$ cat src/rtl/dumper_pkg.sv
// dumper_pkg: shared state, tag and status-word definitions for cpu_state_dumper.
package dumper_pkg;
  typedef enum logic [2:0] {IDLE, RUN, DUMP_REG, DUMP_MEM, STATUS, DONE} state_t;
  localparam logic [1:0] TAG_REG = 2'd0;
  localparam logic [1:0] TAG_MEM = 2'd1;
  localparam logic [1:0] TAG_STATUS = 2'd2;
  localparam int STATUS_TO_BIT = 31;
  localparam int STATUS_CNT_W = 31;
  function automatic logic [31:0] status_word(input logic timed_out, input logic [STATUS_CNT_W-1:0] cnt);
    logic [31:0] w;
    w = '0;
    w[STATUS_CNT_W-1:0] = cnt;
    w[STATUS_TO_BIT] = timed_out;
    return w;
  endfunction
endpackage

$ cat src/rtl/cpu_state_dumper_stream_out_reg.sv
// stream_out_reg: one-entry valid/ready output register; loads when empty or draining.
module stream_out_reg
  import dumper_pkg::*;
(
  input  logic        clk,
  input  logic        rst,
  input  logic        load,
  input  logic [31:0] ld_data,
  input  logic [1:0]  ld_tag,
  input  logic        ld_last,
  input  logic        ready,
  output logic        valid,
  output logic [31:0] data,
  output logic [1:0]  tag,
  output logic        last,
  output logic        accept
);
  assign accept = !valid || ready;
  always_ff @(posedge clk or posedge rst) begin
    if (rst) begin
      valid <= 1'b0;
      data <= '0;
      tag <= TAG_REG;
      last <= 1'b0;
    end else if (load) begin
      valid <= 1'b1;
      data <= ld_data;
      tag <= ld_tag;
      last <= ld_last;
    end else if (ready) begin
      valid <= 1'b0;
    end
  end
endmodule

$ cat src/rtl/cpu_state_dumper.sv
// cpu_state_dumper: runs the core to its exit PC or a timeout, then streams registers,
// data memory and a status word over valid/ready.
module cpu_state_dumper
  import dumper_pkg::*;
#(
  parameter int          TIMEOUT = 200,
  parameter int          DRAIN_INSTR = 4,
  parameter int          DATA_BYTES = 1024,
  parameter logic [31:0] DATA_START = 32'h10008000
) (
  input  logic        clk,
  input  logic        rst,
  input  logic        start,
  input  logic [31:0] exit_address,
  input  logic [31:0] pc,
  output logic        halt,
  output logic [4:0]  reg_addr,
  input  logic [31:0] reg_data,
  output logic [31:0] dmem_addr,
  input  logic [31:0] dmem_rdata,
  output logic        out_valid,
  input  logic        out_ready,
  output logic [31:0] out_data,
  output logic [1:0]  out_tag,
  output logic        out_last,
  output logic        busy,
  output logic        done
);
  localparam logic [31:0] MEM_END = DATA_START + 32'(DATA_BYTES) - 32'd4;
  state_t state;
  logic [31:0] exit_q;
  logic [STATUS_CNT_W-1:0] cnt;
  logic timed_out, load, accept, dumping;
  logic [31:0] ld_data;
  logic [1:0] ld_tag;
  assign busy = state != IDLE && state != DONE;
  assign done = state == DONE;
  // In STATUS the status word is loaded once; while it sits in the register nothing reloads.
  always_comb begin
    dumping = state == DUMP_REG || state == DUMP_MEM;
    load = dumping ? accept : state == STATUS && accept && !(out_valid && out_last);
    ld_data = state == DUMP_REG ? reg_data : state == DUMP_MEM ? dmem_rdata : status_word(timed_out, cnt);
    ld_tag = state == DUMP_REG ? TAG_REG : state == DUMP_MEM ? TAG_MEM : TAG_STATUS;
  end
  always_ff @(posedge clk or posedge rst) begin
    if (rst) begin
      state <= IDLE;
      exit_q <= '0;
      cnt <= '0;
      timed_out <= 1'b0;
      halt <= 1'b0;
      reg_addr <= '0;
      dmem_addr <= DATA_START;
    end else if (start && (state == IDLE || state == DONE)) begin
      state <= RUN;
      exit_q <= exit_address + 32'(4 * DRAIN_INSTR);
      cnt <= '0;
      timed_out <= 1'b0;
      halt <= 1'b0;
      reg_addr <= '0;
      dmem_addr <= DATA_START;
    end else begin
      case (state)
        RUN: begin
          if (pc == exit_q) begin
            state <= DUMP_REG;
            halt <= 1'b1;
          end else begin
            cnt <= cnt + 1'b1;
            if (cnt == STATUS_CNT_W'(TIMEOUT - 1)) begin
              timed_out <= 1'b1;
              state <= DUMP_REG;
              halt <= 1'b1;
            end
          end
        end
        DUMP_REG: if (load) begin
          reg_addr <= reg_addr + 5'd1;
          if (reg_addr == 5'd31) begin
            state <= DUMP_MEM;
            dmem_addr <= DATA_START;
          end
        end
        DUMP_MEM: if (load) begin
          if (dmem_addr == MEM_END) state <= STATUS;
          else dmem_addr <= dmem_addr + 32'd4;
        end
        STATUS: if (out_valid && out_ready && out_last) state <= DONE;
        default: ;
      endcase
    end
  end
  stream_out_reg u_out (
    .clk(clk),
    .rst(rst),
    .load(load),
    .ld_data(ld_data),
    .ld_tag(ld_tag),
    .ld_last(state == STATUS),
    .ready(out_ready),
    .valid(out_valid),
    .data(out_data),
    .tag(out_tag),
    .last(out_last),
    .accept(accept)
  );
endmodule

$ cat config.mk
export PLATFORM = sky130hd
export DESIGN_NAME = cpu_state_dumper
export DESIGN_NICKNAME = d
export VERILOG_FILES = /design/src/rtl/dumper_pkg.sv /design/src/rtl/cpu_state_dumper_stream_out_reg.sv /design/src/rtl/cpu_state_dumper.sv
export SDC_FILE = /design/constraint.sdc
export NUM_CORES = 1
export LEC_CHECK = 0
export BUFFER_PORTS_ARGS = -buffer_cell sky130_fd_sc_hd__buf_2
export CAP_MARGIN = 20
export CORE_MARGIN = 4
export CORE_UTILIZATION = 58
export CTS_CLUSTER_DIAMETER = 60
export DETAILED_ROUTE_END_ITERATION = 10
export PLACE_DENSITY = 0.85
export SLEW_MARGIN = 20
export SYNTH_ARGS = -nofsm -noshare
export SYNTH_HDL_FRONTEND = slang
export SYNTH_SLANG_ARGS = --single-unit
$ cat constraint.sdc
create_clock -name clk -period 12.89 [get_ports clk]
set_clock_uncertainty 0.15 [all_clocks]
set_input_delay 0.6445 -clock clk [delete_from_list [all_inputs] [get_ports clk]]
set_output_delay 0.6445 -clock clk [all_outputs]
set_load 0.05 [all_outputs]
==> results.sh <==
export IMPL_vdd_ir_drop_max_uv=104.4
export IMPL_rsz0062_at_grt="false"
export IMPL_grt_usage_pct=25.94
export IMPL_vias_per_cell=5.883
export IMPL_timing_hold_ws_ns=0.2275
export IMPL_tritoncts="built"
export IMPL_synth_area_leaders="dfrtp_1 (44%), nand2_1 (6.4%), o21ai_0 (5.9%), xor2_1 (5.1%), mux2i_1 (5.0%)"
export IMPL_design_area_um2=9474
export IMPL_synth_compound_area_share_pct=16.45
export IMPL_ant_nets=0
export IMPL_worst_slack_ns=9.188
export IMPL_synthSimpleGateAreaFrac_pct=22.60
export IMPL_ys_seq_area_share_pct=44.30
export IMPL_drt_initial_drc_count=584
export IMPL_gp_congestion=0.8545
export IMPL_cts_resized=0
export IMPL_maxSlewViolCount=0
export IMPL_synth_top_area_share_pct=43.63
export IMPL_worstPathArrival_ns=3.80
export IMPL_dr_pass1_iters=7
export IMPL_synth_xor_area_share_pct=7.134
export IMPL_wl_per_cell_um=16.25
export IMPL_p_per_area_nw_per_um2=114.5
export IMPL_grt_pass1_vias=6866
export IMPL_start_kind="flop"
export IMPL_clk_pin_slew_ns=0.06
export IMPL_tightest_slew_ns=0.9839
export IMPL_die_area_um2=15470
export IMPL_pre_cts_ws_ns=8.817
export IMPL_finalSetupViolations=0
export IMPL_cts_root_buf="clkbuf_16"
export IMPL_antenna_found_initial=1
export IMPL_drv_cap=0
export IMPL_synth_cells=884
export IMPL_ys_seq_elements=139
export IMPL_synth_avg_cell_area_um2=8.889
export IMPL_ys_warn_count=0
export IMPL_async_reset_ff_share_pct=100.0
export IMPL_grt_max_degree=86
export IMPL_dieWidth_um=124.4
export IMPL_synthAdderAreaFrac_pct=0.7962
export IMPL_required_ns=12.99
export IMPL_crit_type="flop to flop"
export IMPL_num_vias=7354
export IMPL_n_antenna_cell=0
export IMPL_fin_tns_setup_ns=0
export IMPL_start_util_pct=59.33
export IMPL_io_pins=208
export IMPL_synth_area_um2=7858
export IMPL_synth_top_family_by_area="simple AND/OR/NAND/NOR gates"
export IMPL_fmax_ghz=0.2702
export IMPL_postCtsHoldBufs=0
export IMPL_hold_viol=0
export IMPL_placed_area_um2=8930
export IMPL_cp_max_fo=37
export IMPL_grt_pass1_wl_um=33180
export IMPL_areaGrowthSynthToFinish_pct=20.57
export IMPL_cts_sinks=139
export IMPL_period_minus_slack_ns=3.702
export IMPL_dp_hpwl_um=14490
export IMPL_place_port_buffers=205
export IMPL_end_kind="flop"
export IMPL_relSlewSlack_pct=34.40
export IMPL_row_count=42
export IMPL_drc=0
export IMPL_yosysTopAreaCell="dfrtp_1"
export IMPL_cts_made_buffers=17
export IMPL_fin_util_pct=71.54
export IMPL_ys_types=60
export IMPL_cts_buffer_depth=2
export IMPL_floorplan_core_area_um2=13240
export IMPL_hp_class="input port to async pin"
export IMPL_synth_most_common_cell="dfrtp_1"
export IMPL_fp_dieH_um=124.4
export IMPL_synth_edf_count=0
export IMPL_grt_overflow_total=0
export IMPL_outcome="finished clean"
export IMPL_fin_crit_sh_pct=28.72
export IMPL_drive_gt1_share_pct=23.56
export IMPL_cellLeakagePower_nw=4.627
export IMPL_htreeDepth=4
export IMPL_synth_common_cells="dfrtp_1 (137), nand2_1 (135), o21ai_0 (93)"
export IMPL_final_nets=1200
export IMPL_fill_cells=1062
export IMPL_synth_ff_type="dfrtp_1"
export IMPL_wirelength_um=20310
export IMPL_cts_setup_buffers=0
export IMPL_clk_latency_ns=0.42
export IMPL_synthMuxAreaShare_pct=4.968
kinds of logic after synthesis:
family	Yosys count
AND/OR/NAND/NOR	356
AO/OA/AOI/OAI	215
flip-flops	139
buffers and inverters	65
XOR/XNOR	64
multiplexers	39
adder cells (fa/ha/maj)	5
other	1
layout by cell type (no fill, tap or decap), types with 4 or more instances in the layout:
| cell type | count |
|---|---|
| o41ai_1 | 4 |
| clkbuf_1 | 7 |
| mux2i_1 | 39 |
| or4_1 | 5 |
| nand2b_1 | 11 |
| nand4_1 | 14 |
| nand2_1 | 134 |
| clkbuf_16 | 17 |
| a31oi_1 | 6 |
| and3_1 | 20 |
| buf_4 | 4 |
| o211ai_1 | 8 |
| xnor2_1 | 18 |
| nand3_1 | 34 |
| nor3_1 | 16 |
| nor4_1 | 23 |
| xor2_1 | 46 |
| inv_1 | 13 |
| a222oi_1 | 6 |
| dfrtp_1 | 136 |
| a21oi_1 | 53 |
| clkbuf_8 | 4 |
| nor2_1 | 56 |
| a21o_1 | 4 |
| buf_2 | 205 |
| or3_1 | 10 |
| and2_1 | 6 |
| o31ai_1 | 21 |
| and4_1 | 5 |
| o21ai_0 | 93 |
| ha_1 | 5 |
| nor2b_1 | 6 |
area by class of cell:
class / count / area (um^2) / area share (%)
multi-input cells: 681 / 4113 / 43.41
flip-flops and latches: 139 / 3482 / 36.75
repair buffers: 209 / 1056 / 11.15
clock buffers: 28 / 506.7 / 5.349
well taps: 176 / 220.2 / 2.324
inverters: 15 / 61.31 / 0.6471
clock inverters: 2 / 35.03 / 0.3698
per-stage QoR:
stage	instances	total power, mW
after floorplan	885	0.5838
after global placement	1220	0.6312
after detailed placement	1220	0.6367
after CTS	1250	1.091
after global routing	1250	1.133
final	1250	1.085
sequential cells by signal (all words and copies together) (netlist names):
name,count
dmem_addr,30
exit_q,32
u_out.last,1
halt,1
u_out.data,32
state,3
u_out.tag,2
reg_addr,5
timed_out,1
u_out.valid,1
cnt,31
power breakdown:
| part | leakage [nW] | internal (mW) | switching, mW | total (mW) |
|---|---|---|---|---|
| Sequential | 1.83 | 0.464 | 0.0399 | 0.504 |
| Combinational | 2.54 | 0.0544 | 0.0716 | 0.126 |
| Clock | 0.265 | 0.284 | 0.171 | 0.454 |
worst paths after layout:
check / end / slack (ns) / depth (start not counted) / start
max: dmem_addr[4] / 9.19 / 6 / state[0]
min: exit_q[2] / 0.23 / 2 / rst
max reg2reg: dmem_addr[4] / 9.19 / 6 / state[0]
min reg2reg: u_out.data[1] / 0.32 / 2 / u_out.data[1]
max in group asynchronous: state[0] / 11.17 / 3 / rst
min in group clk: exit_q[2] / 0.27 / 3 / exit_address[2]
worst max-delay path: stages, from the launching register on:
cell and delay, ns:
dfrtp_2 0.98, nor4b_1 0.31, nand4_1 0.19, nor3_2 0.29, o41a_2 0.53, nand2b_1 0.82, o21ai_0 0.24
metal layers:
layer	global-route usage [%]	wire [um]	share of wire [%]	vias up
met4	9.026	447	2.2	2
met1	33.61	8522	42	3512
met2	43.00	9959	49	280
li1	-	-	-	3518
met5	0	7	0.034	-
met3	5.918	1372	6.8	42
Note: power is estimated with default switching activity, not from simulation.
